--- src/rtl/iobus_pkg.sv ---
// ---------------------------------------------------------------------------
// iobus_pkg
//   Shared definitions for IOBUS responders: word offsets of the timer
//   registers (IOBUS_ADDR[4:2]), CTRL bit positions and the CTRL struct,
//   plus helpers that pack/unpack CTRL to and from a 32-bit bus word.
// ---------------------------------------------------------------------------
package iobus_pkg;

  // Word offsets within the 32-byte block (byte offset / 4)
  localparam logic [2:0] CTRL_OFS     = 3'd0;
  localparam logic [2:0] PRESCALE_OFS = 3'd1;
  localparam logic [2:0] COMPARE_OFS  = 3'd2;
  localparam logic [2:0] COUNT_OFS    = 3'd3;
  localparam logic [2:0] STATUS_OFS   = 3'd4;

  // Number of word slots decoded inside one block
  localparam int NUM_SLOTS = 8;

  // CTRL bit indices
  localparam int EN_BIT   = 0;
  localparam int AUTO_BIT = 1;
  localparam int IEN_BIT  = 2;

  // STATUS bit index
  localparam int PEND_BIT = 0;

  // CTRL register contents; packed MSB-first so en lands on bit 0
  typedef struct packed {
    logic ien;
    logic auto_reload;
    logic en;
  } ctrl_t;

  // Extract CTRL fields from a bus write word; unused bits are dropped
  function automatic ctrl_t ctrl_from_word(input logic [31:0] word);
    ctrl_t c;
    c.en          = word[EN_BIT];
    c.auto_reload = word[AUTO_BIT];
    c.ien         = word[IEN_BIT];
    return c;
  endfunction

  // Present CTRL on the read bus; undefined bits read as zero
  function automatic logic [31:0] ctrl_to_word(input ctrl_t c);
    logic [31:0] word;
    word           = '0;
    word[EN_BIT]   = c.en;
    word[AUTO_BIT] = c.auto_reload;
    word[IEN_BIT]  = c.ien;
    return word;
  endfunction

endpackage

--- src/rtl/iobus_tick_gen.sv ---
// ---------------------------------------------------------------------------
// iobus_tick_gen
//   Prescale counter. Counts 0..period while enabled and asserts tick in the
//   cycle where the count equals period; the count then returns to 0.
//   Held at 0 while disabled, so a freshly enabled timer with period=0 ticks
//   in its very first enabled cycle.
// Ports:
//   CLK     in   system clock, rising edge
//   RST_N   in   asynchronous active-low reset
//   enable  in   counting enable (timer EN)
//   period  in   prescale value; tick every period+1 enabled cycles
//   tick    out  one-cycle pulse, combinational from flops only
// ---------------------------------------------------------------------------
module iobus_tick_gen #(
  parameter int PRESCALE_W = 16
) (
  input  logic                  CLK,
  input  logic                  RST_N,
  input  logic                  enable,
  input  logic [PRESCALE_W-1:0] period,
  output logic                  tick
);

  logic [PRESCALE_W-1:0] pcnt_reg;
  logic [PRESCALE_W-1:0] pcnt_next;

  assign tick = enable && (pcnt_reg == period);

  always_comb begin
    pcnt_next = pcnt_reg + 1'b1;
    if (!enable || tick) begin
      pcnt_next = '0;
    end
  end

  always_ff @(posedge CLK or negedge RST_N) begin
    if (!RST_N) begin
      pcnt_reg <= '0;
    end else begin
      pcnt_reg <= pcnt_next;
    end
  end

endmodule

--- src/rtl/iobus_timer.sv ---
// ---------------------------------------------------------------------------
// iobus_timer
//   IOBUS responder with a prescaled compare-match counter and a level
//   interrupt. Registers (word offsets): CTRL, PRESCALE, COMPARE, COUNT,
//   STATUS; remaining slots of the 32-byte block read 0 and ignore writes.
// Ports:
//   CLK         in   system clock, rising edge
//   RST_N       in   asynchronous active-low reset
//   IOBUS_ADDR  in   byte address; [31:5] selects the block, [4:2] the word
//   IOBUS_OUT   in   write data from the MCU
//   IOBUS_WR    in   write strobe, one cycle per store
//   IOBUS_IN    out  registered read data (one cycle latency, 0 if unselected)
//   INT         out  interrupt request = PEND && IEN, from a flop
// ---------------------------------------------------------------------------
module iobus_timer
  import iobus_pkg::*;
#(
  parameter logic [31:0] BASE_ADDR  = 32'h1100_0100,
  parameter int          PRESCALE_W = 16
) (
  input  logic        CLK,
  input  logic        RST_N,
  input  logic [31:0] IOBUS_ADDR,
  input  logic [31:0] IOBUS_OUT,
  input  logic        IOBUS_WR,
  output logic [31:0] IOBUS_IN,
  output logic        INT
);

  // -------------------------------------------------------------------------
  // Address decode
  // -------------------------------------------------------------------------
  logic                 sel;
  logic [2:0]           ofs;
  logic [NUM_SLOTS-1:0] wr_slot;
  logic [1:0]           unused_byte_lane;

  assign sel              = (IOBUS_ADDR[31:5] == BASE_ADDR[31:5]);
  assign ofs              = IOBUS_ADDR[4:2];
  assign unused_byte_lane = IOBUS_ADDR[1:0];

  // One write strobe per word slot; unmapped slots simply go unused
  for (genvar gi = 0; gi < NUM_SLOTS; gi++) begin : g_wr_slot
    assign wr_slot[gi] = IOBUS_WR && sel && (ofs == 3'(gi));
  end

  logic wr_ctrl;
  logic wr_prescale;
  logic wr_compare;
  logic wr_count;
  logic wr_status;

  assign wr_ctrl     = wr_slot[CTRL_OFS];
  assign wr_prescale = wr_slot[PRESCALE_OFS];
  assign wr_compare  = wr_slot[COMPARE_OFS];
  assign wr_count    = wr_slot[COUNT_OFS];
  assign wr_status   = wr_slot[STATUS_OFS];

  // -------------------------------------------------------------------------
  // Register state
  // -------------------------------------------------------------------------
  ctrl_t                 ctrl_reg,     ctrl_next;
  logic [PRESCALE_W-1:0] prescale_reg, prescale_next;
  logic [31:0]           compare_reg,  compare_next;
  logic [31:0]           count_reg,    count_next;
  logic                  pend_reg,     pend_next;
  logic [31:0]           rdata_reg,    rdata_next;
  logic                  int_reg,      int_next;

  // -------------------------------------------------------------------------
  // Prescaler
  // -------------------------------------------------------------------------
  logic tick;
  logic match;

  iobus_tick_gen #(
    .PRESCALE_W (PRESCALE_W)
  ) u_tick_gen (
    .CLK    (CLK),
    .RST_N  (RST_N),
    .enable (ctrl_reg.en),
    .period (prescale_reg),
    .tick   (tick)
  );

  assign match = tick && (count_reg == compare_reg);

  // -------------------------------------------------------------------------
  // Next-state: timer events first, software writes last so that a write to
  // COUNT or CTRL wins over the same-edge timer update. PEND is the
  // exception: a match set wins over a STATUS clear.
  // -------------------------------------------------------------------------
  always_comb begin
    ctrl_next     = ctrl_reg;
    prescale_next = prescale_reg;
    compare_next  = compare_reg;
    count_next    = count_reg;
    pend_next     = pend_reg;

    if (match) begin
      if (ctrl_reg.auto_reload) begin
        count_next = '0;
      end else begin
        ctrl_next.en = 1'b0;   // one-shot: stop, COUNT holds at COMPARE
      end
    end else if (tick) begin
      count_next = count_reg + 32'd1;   // natural modulo-2^32 wrap
    end

    if (wr_status && IOBUS_OUT[PEND_BIT]) begin
      pend_next = 1'b0;
    end
    if (match) begin
      pend_next = 1'b1;
    end

    if (wr_ctrl) begin
      ctrl_next = ctrl_from_word(IOBUS_OUT);
    end
    if (wr_prescale) begin
      prescale_next = IOBUS_OUT[PRESCALE_W-1:0];
    end
    if (wr_compare) begin
      compare_next = IOBUS_OUT;
    end
    if (wr_count) begin
      count_next = IOBUS_OUT;
    end
  end

  // INT is registered from the next-state values so it tracks PEND && IEN
  // with no extra cycle and without a gate between flops and the pin.
  assign int_next = pend_next && ctrl_next.ien;

  // -------------------------------------------------------------------------
  // Read mux: samples current (pre-write) register values
  // -------------------------------------------------------------------------
  always_comb begin
    rdata_next = '0;
    if (sel) begin
      unique case (ofs)
        CTRL_OFS:     rdata_next = ctrl_to_word(ctrl_reg);
        PRESCALE_OFS: rdata_next = 32'(prescale_reg);
        COMPARE_OFS:  rdata_next = compare_reg;
        COUNT_OFS:    rdata_next = count_reg;
        STATUS_OFS:   rdata_next = {31'd0, pend_reg};
        default:      rdata_next = '0;
      endcase
    end
  end

  // -------------------------------------------------------------------------
  // State registers
  // -------------------------------------------------------------------------
  always_ff @(posedge CLK or negedge RST_N) begin
    if (!RST_N) begin
      ctrl_reg     <= '0;
      prescale_reg <= '0;
      compare_reg  <= '0;
      count_reg    <= '0;
      pend_reg     <= 1'b0;
      rdata_reg    <= '0;
      int_reg      <= 1'b0;
    end else begin
      ctrl_reg     <= ctrl_next;
      prescale_reg <= prescale_next;
      compare_reg  <= compare_next;
      count_reg    <= count_next;
      pend_reg     <= pend_next;
      rdata_reg    <= rdata_next;
      int_reg      <= int_next;
    end
  end

  assign IOBUS_IN = rdata_reg;
  assign INT      = int_reg;

endmodule

--- config.mk ---
export PLATFORM = sky130hd
export DESIGN_NAME = iobus_timer
export DESIGN_NICKNAME = d
export VERILOG_FILES = /design/src/rtl/iobus_pkg.sv /design/src/rtl/iobus_tick_gen.sv /design/src/rtl/iobus_timer.sv
export SDC_FILE = /design/constraint.sdc
export NUM_CORES = 1
export LEC_CHECK = 0
export CAP_MARGIN = 5
export CELL_PAD_IN_SITES_DETAIL_PLACEMENT = 0
export CELL_PAD_IN_SITES_GLOBAL_PLACEMENT = 1
export CORE_ASPECT_RATIO = 0.9
export CORE_MARGIN = 4
export CORE_UTILIZATION = 45
export DETAILED_ROUTE_END_ITERATION = 8
export HOLD_SLACK_MARGIN = 0.02
export PLACE_DENSITY = 0.93
export REMOVE_ABC_BUFFERS = 1
export SLEW_MARGIN = 20
export SYNTH_ARGS = -nofsm -noshare
export SYNTH_HDL_FRONTEND = slang
export SYNTH_HIERARCHICAL = 1
export SYNTH_SLANG_ARGS = --single-unit
--- constraint.sdc ---
create_clock -name CLK -period 5.53 [get_ports CLK]
set_clock_uncertainty 0.05 [all_clocks]
set_input_delay 0.8295 -clock CLK [delete_from_list [all_inputs] [get_ports CLK]]
set_output_delay 0.8295 -clock CLK [all_outputs]
set_load 0.01 [all_outputs]
Word level (Yosys, flattened, before mapping)
Cells that the tools add are included.

operators by class
  $add $sub $neg = 2
  equal/unequal tests = 9
  mux-type cells = 12
  reductions and logical operators = 17

operators with widths
  cell                                                                     number
  32-bit 2-to-1 mux                                                        5
  32-bit one-hot mux with 5 select lines                                   1
  32-bit by 1-bit adder with 32-bit output, second input constant          1
  32-bit equality test                                                     1
  27-bit by 24-bit equality test with 1-bit output, second input constant  1
  16-bit by 1-bit adder with 16-bit output, second input constant          1
  16-bit equality test                                                     1
  16-bit 2-to-1 mux                                                        1
  1-bit logical AND                                                        10
  3-bit by 2-bit equality test with 1-bit output, second input constant    2
  1-bit 2-to-1 mux                                                         4
  2-bit AND reduction                                                      2
  3-bit by 1-bit equality test with 1-bit output, second input constant    1
  3-bit equality test, second input constant                               1
  3-bit logical NOT                                                        1
  3-bit 2-to-1 mux                                                         1
  3-bit != test, second input constant                                     1
  3-bit nonzero test                                                       1
  2-bit != test, second input constant                                     1
  2-bit nonzero test                                                       1
  1-bit logical NOT                                                        1
  1-bit logical OR                                                         1

word-level totals
  register bits after elaboration = 133
  bits of input ports = 67
  output and inout bits = 33
  word-level logic and storage cells = 50

Longest topological paths before layout
  word-level depth = 7
  mapped depth = 12
  mapped depth without buffers = 9

By module
The synthesis kept the hierarchy.

by module, submodules not included
  module          times used  cells each  area an instance (um^2)  seq. area each (um^2)
  iobus_timer     1           632         6454.9                   2927.8
  iobus_tick_gen  1           101         994.7                    400.4

Worst setup path after synthesis
No wires, ideal clock.

  path type = input -> register
  start point = input port IOBUS_ADDR[6]
  end point = register prescale_reg[10]
  setup time = 0.125 ns
  arrival = 2.785 ns
  data required time = 5.355 ns
  slack = 2.570 ns
  stages on the path = 7
  buffers on the path = 2
  cell sequence = nor4b_1 nand4_1 or3_1 clkbuf_1 nor3b_2 buf_2 mux2_2

on the way
  word-level cells in the longest chain between the ends = 3

RTL lines
  item                                              line                text
  start: declaration                                iobus_timer.sv:23   input logic [31:0] IOBUS_ADDR,
  27-bit by 24-bit equality test with 1-bit output  iobus_timer.sv:38   assign sel = (IOBUS_ADDR[31:5] == BASE_ADDR[31:5]);
  1-bit logical AND                                 n/a
  1-bit logical AND                                 iobus_timer.sv:44   assign wr_slot[gi] = IOBUS_WR && sel && (ofs == 3'(gi));
  end signal: assignment                            iobus_timer.sv:166  prescale_reg <= prescale_next;
  end: declaration                                  iobus_timer.sv:63   logic [PRESCALE_W-1:0] prescale_reg, prescale_next;

Every way passes these cells.
A chain may end at the register's enable or synchronous reset.

Worst setup path in the final report
  start point = register u_tick_gen.pcnt_reg[4]
  end point = register count_reg[24]

on the way
  word-level cells in the longest chain between the ends = 5
  elaborated cells on any way between the ends = 8
  those cells by class = eq/ne (2); mux (2); reduce/logical (4)

RTL lines
  item                                                                       line                  text
  start: declaration                                                         iobus_tick_gen.sv:24  logic [PRESCALE_W-1:0] pcnt_reg;
  start signal: assignment                                                   iobus_tick_gen.sv:40  pcnt_reg <= pcnt_next;
  16-bit equality test *                                                     iobus_tick_gen.sv:27  assign tick = enable && (pcnt_reg == period);
  1-bit logical AND *                                                        iobus_tick_gen.sv:27
  net tick                                                                   iobus_timer.sv:73     logic tick;
  1-bit logical AND                                                          iobus_timer.sv:86     assign match = tick && (count_reg == compare_reg);
  3-bit != test (no line), or another cell as far along                      n/a
  2-bit AND reduction (no line) / 32-bit 2-to-1 mux (equally long branches)  n/a
  end signal: assignment                                                     iobus_timer.sv:168    count_reg <= count_next;
  end: declaration                                                           iobus_timer.sv:65     logic [31:0] count_reg, count_next;

Mark *: on every way through the listed nets, which the timed path passes. The rest lies on a longest branch.

==> summary.txt <==
Power and ir drop
  • VDD IR max: about 0.00022 V
  • Power Density: 243 nW/um^2
  • Lkg Pwr: 3.77 nW

STA
  • Highest clock rate: between 200 and 300 MHz
  • RSZ-0062 raised after global routing: false
  • Hold Fails Final Rpt: 0
  • Fin crit share: between 60% and 70%
  • Slew @ Worst Pin: 1.06 ns
  • Relative slew slack: 29.0%
  • Fin. max-slew vios: 0
  • # setup viols final: 0
  • Setup TNS: 0 ns
  • Final min period: 3.35 ns

Logic synthesis
  • Count leader, synth: dfrtp_1
  • Synth Register Bits: 133
  • Post-Synth XOR/XNOR Area: 7.17%
  • Top-area cell type share of the netlist area: 44.7%
  • Fraction of registers with async set/reset: 100%
  • Multiplexer area fraction after synthesis: 12.1%
  • Predominant post-synthesis flop cell: dfrtp_1
  • Sequential share of the synthesized area: approximately 45%
  • Synth top area cells: dfrtp_1 (45%), mux2_2 (10%), nor2_1 (4.7%)
  • Adder-cell share of the synthesized area: less than 1%
  • Largest family of logic cells by synthesized area: simple AND/OR/NAND/NOR gates
  • Synth top cells by count: dfrtp_1 (133), nor2_1 (94), mux2_2 (69)
  • Syn Std Cell Area: 7450 um^2
  • Compound-gate portion of the synthesized area: 12.0%
  • Mean Syn Cell Area: between 10 and 15 um^2
  • EDFF count, synth: 0
  • Netlist cell types: 66
  • YS warnings: 6
  • Syn Inst Count: 733
  • Synth Area in Simple Gates: 18.6%
  • Synth area leader: dfrtp_1

Global routing
  • Largest net degree at the start of global routing: 82
  • Aggregate global routing overflow: 0
  • First-pass GRT wire length: 31700 um
  • Gr usage total: a little over a fifth
  • Initial antenna violation count: 0
  • Number of global-route vias before repair: about 6000

Clocking
  • Worst-case clock buffer depth: 2
  • Clock slew at reported path FFs: 0.06 ns
  • CTS tree: built
  • Inserted Clock Buffers: 17
  • Clock root buffer: clkbuf_16
  • Clk_lat worst skew: 0.42 ns
  • Post-CTS Setup Repair Bufs: 0
  • Max H-tree Level: 4
  • # hold bufs at CTS: 0
  • CTS Sinks: between 100 and 150
  • Post-CTS Resized: 0

Floorplanning
  • Core area: roughly 16000 um^2
  • Ports: 100
  • Vert. Die Dim: 130 um
  • Initial Util: 46.0%
  • Cell row count: 44
  • Die Width: 144 um
  • Die area: 18700 um^2

Final layout
  • Nets: 871
  • Area of the multi-input gates: 3760 um^2
  • Reg area: roughly 3300 um^2
  • Layout cells sized above 1: 16.4%
  • Finished Core Util: a little under three fifths
  • Fill cells: 1448
  • ANT cells: 0
  • Final Cell Area: 9000 um^2
  • Synth-to-layout area growth: 20.9%

Flow run
  • Max_cap viols: 0

Place
  • Final GP Congestion: around 0.94
  • Post-DP Area: 8450 um^2
  • Port Buffers: 97
  • DP HPWL: 13700 um

Route
  • WL final: 19700 um
  • Drt pass-1 iters: 5
  • WL/cell: around 19 um
  • Iteration-0 DRC Markers: 520
  • Routed Antenna Nets: 0
  • DR vias: about 5900
  • Vias per cell: 5.83
  • DRC: 0
  • Routed met3 length: 1490 um
  • WL met1: 9030 um
  • Metal2 WL: 8920 um
  • Top layer used by detailed routing: met4

Critical path
  • Worst R2R Setup Slack: 2.18 ns
  • Crit path cell chain: xnor2_1, nand4_1, nor2_1, and3_1, inv_1, buf_4, a21oi_1, a211oi_1, a211oi_1
  • Worst r2r src: u_tick_gen/pcnt_reg[4]$_DFF_PN0_
  • Most frequent CP cell: a211oi_1
  • Worst path max stage delay: 0.69 ns
  • Setup crit end kind: flip-flop
  • CP Max Fanout: 30
  • Crit path DAT: ~3.6 ns
  • Worst r2r path cells: 9
  • Crit path launch type: flip-flop
  • CP max-delay cell: a21oi_1
  • Worst R2R End: count_reg[24]$_DFFE_PN0P_
  • CP required: 5.81 ns
  • Critical setup path kind: reg -> reg

Outcome
  • Status: finished clean

Worst hold path
  • Hold WC Path Type: in -> async
-- critical path, delay by kind of cell, from the launching register on --
family | cells | cell delay, ns
simple gates | 3 | 0.97
buf+inv | 2 | 0.39
flops | 1 | 0.46
compound gates | 3 | 1.09
xor+xnor | 1 | 0.29
-- worst max path at each step --
stage | start | end | slack [ns] | depth (start not counted)
6_report | u_tick_gen/pcnt_reg[4]$_DFF_PN0_ | count_reg[24]$_DFFE_PN0P_ | 2.18 | 9
5_1_grt | u_tick_gen/pcnt_reg[10]$_DFF_PN0_ | count_reg[24]$_DFFE_PN0P_ | 1.99 | 9
4_1_cts | u_tick_gen/pcnt_reg[10]$_DFF_PN0_ | count_reg[24]$_DFFE_PN0P_ | 2.31 | 9
3_5_place_dp | IOBUS_ADDR[6] | count_reg[31]$_DFFE_PN0P_ | 1.95 | 7
3_3_place_gp | IOBUS_ADDR[6] | count_reg[31]$_DFFE_PN0P_ | 1.98 | 7
2_1_floorplan | IOBUS_ADDR[2] | compare_reg[0]$_DFFE_PN0P_ | 1.62 | 4
-- where the power goes --
part | leakage (nW) | switching, mW | internal (mW)
Sequential | 1.79 | 0.0170 | 0.981
Clock | 0.276 | 0.396 | 0.671
Combinational | 1.71 | 0.0620 | 0.0649
-- per-stage QoR --
step | total power, mW | hold slack [ns] | std cells | worst slack (ns)
2_1_floorplan | 1.05 | 0.426 | 674 | 1.62
3_3_place_gp | 1.14 | 0.450 | 990 | 1.98
3_5_place_dp | 1.14 | 0.464 | 990 | 1.95
4_1_cts | 2.21 | 0.440 | 1020 | 2.31
5_1_grt | 2.27 | 0.473 | 1020 | 1.99
6_report | 2.19 | 0.412 | 1020 | 2.18
-- metal layers --
layer | GRT usage, % | up-vias
met5 | 0 | -
met4 | 4.54 | 0
met3 | 5.86 | 14
met2 | 33.1 | 240
met1 | 31.5 | 2897
li1 | - | 2795
-- cell type report --
type | count | share of cell area (%)
Tap cell | 207 | 2.88
Clock inverter | 4 | 0.500
Sequential cell | 133 | 37.0
Timing Repair Buffer | 109 | 11.8
Inverter | 11 | 0.459
Multi-Input combinational cell | 530 | 41.7
Clock buffer | 26 | 5.66
-- cell usage in the layout, fill, tap and decap left out, drive strengths merged, types with 4 or more instances in the layout --
cell type,n
or2,4
nand3,18
buf,13
nand2,38
a21oi,28
mux2i,8
a31oi,5
o21ai,16
or3,5
xor2,36
a211oi,6
clkdlybuf4s50,96
nor2b,4
nor4,24
and2,5
inv,11
or4,6
o31ai,5
nor2,94
mux2,69
and4,9
a22oi,40
nand4,24
and3,5
dfrtp,133
a211o,4
a221o,7
clkbuf,26
nor3,15
xnor2,25
-- kinds of logic (layout without fill, tap and decap cells) --
| family | Yosys count | in the layout |
|---|---|---|
| buffers and inverters | 70 | 150 |
| AND/OR/NAND/NOR | 262 | 262 |
| multiplexers | 79 | 79 |
| flip-flops | 133 | 133 |
| adder cells (fa/ha/maj) | 2 | 2 |
| AO/OA/AOI/OAI | 126 | 126 |
| XOR/XNOR | 61 | 61 |
Power figures use the tool's default switching activity.
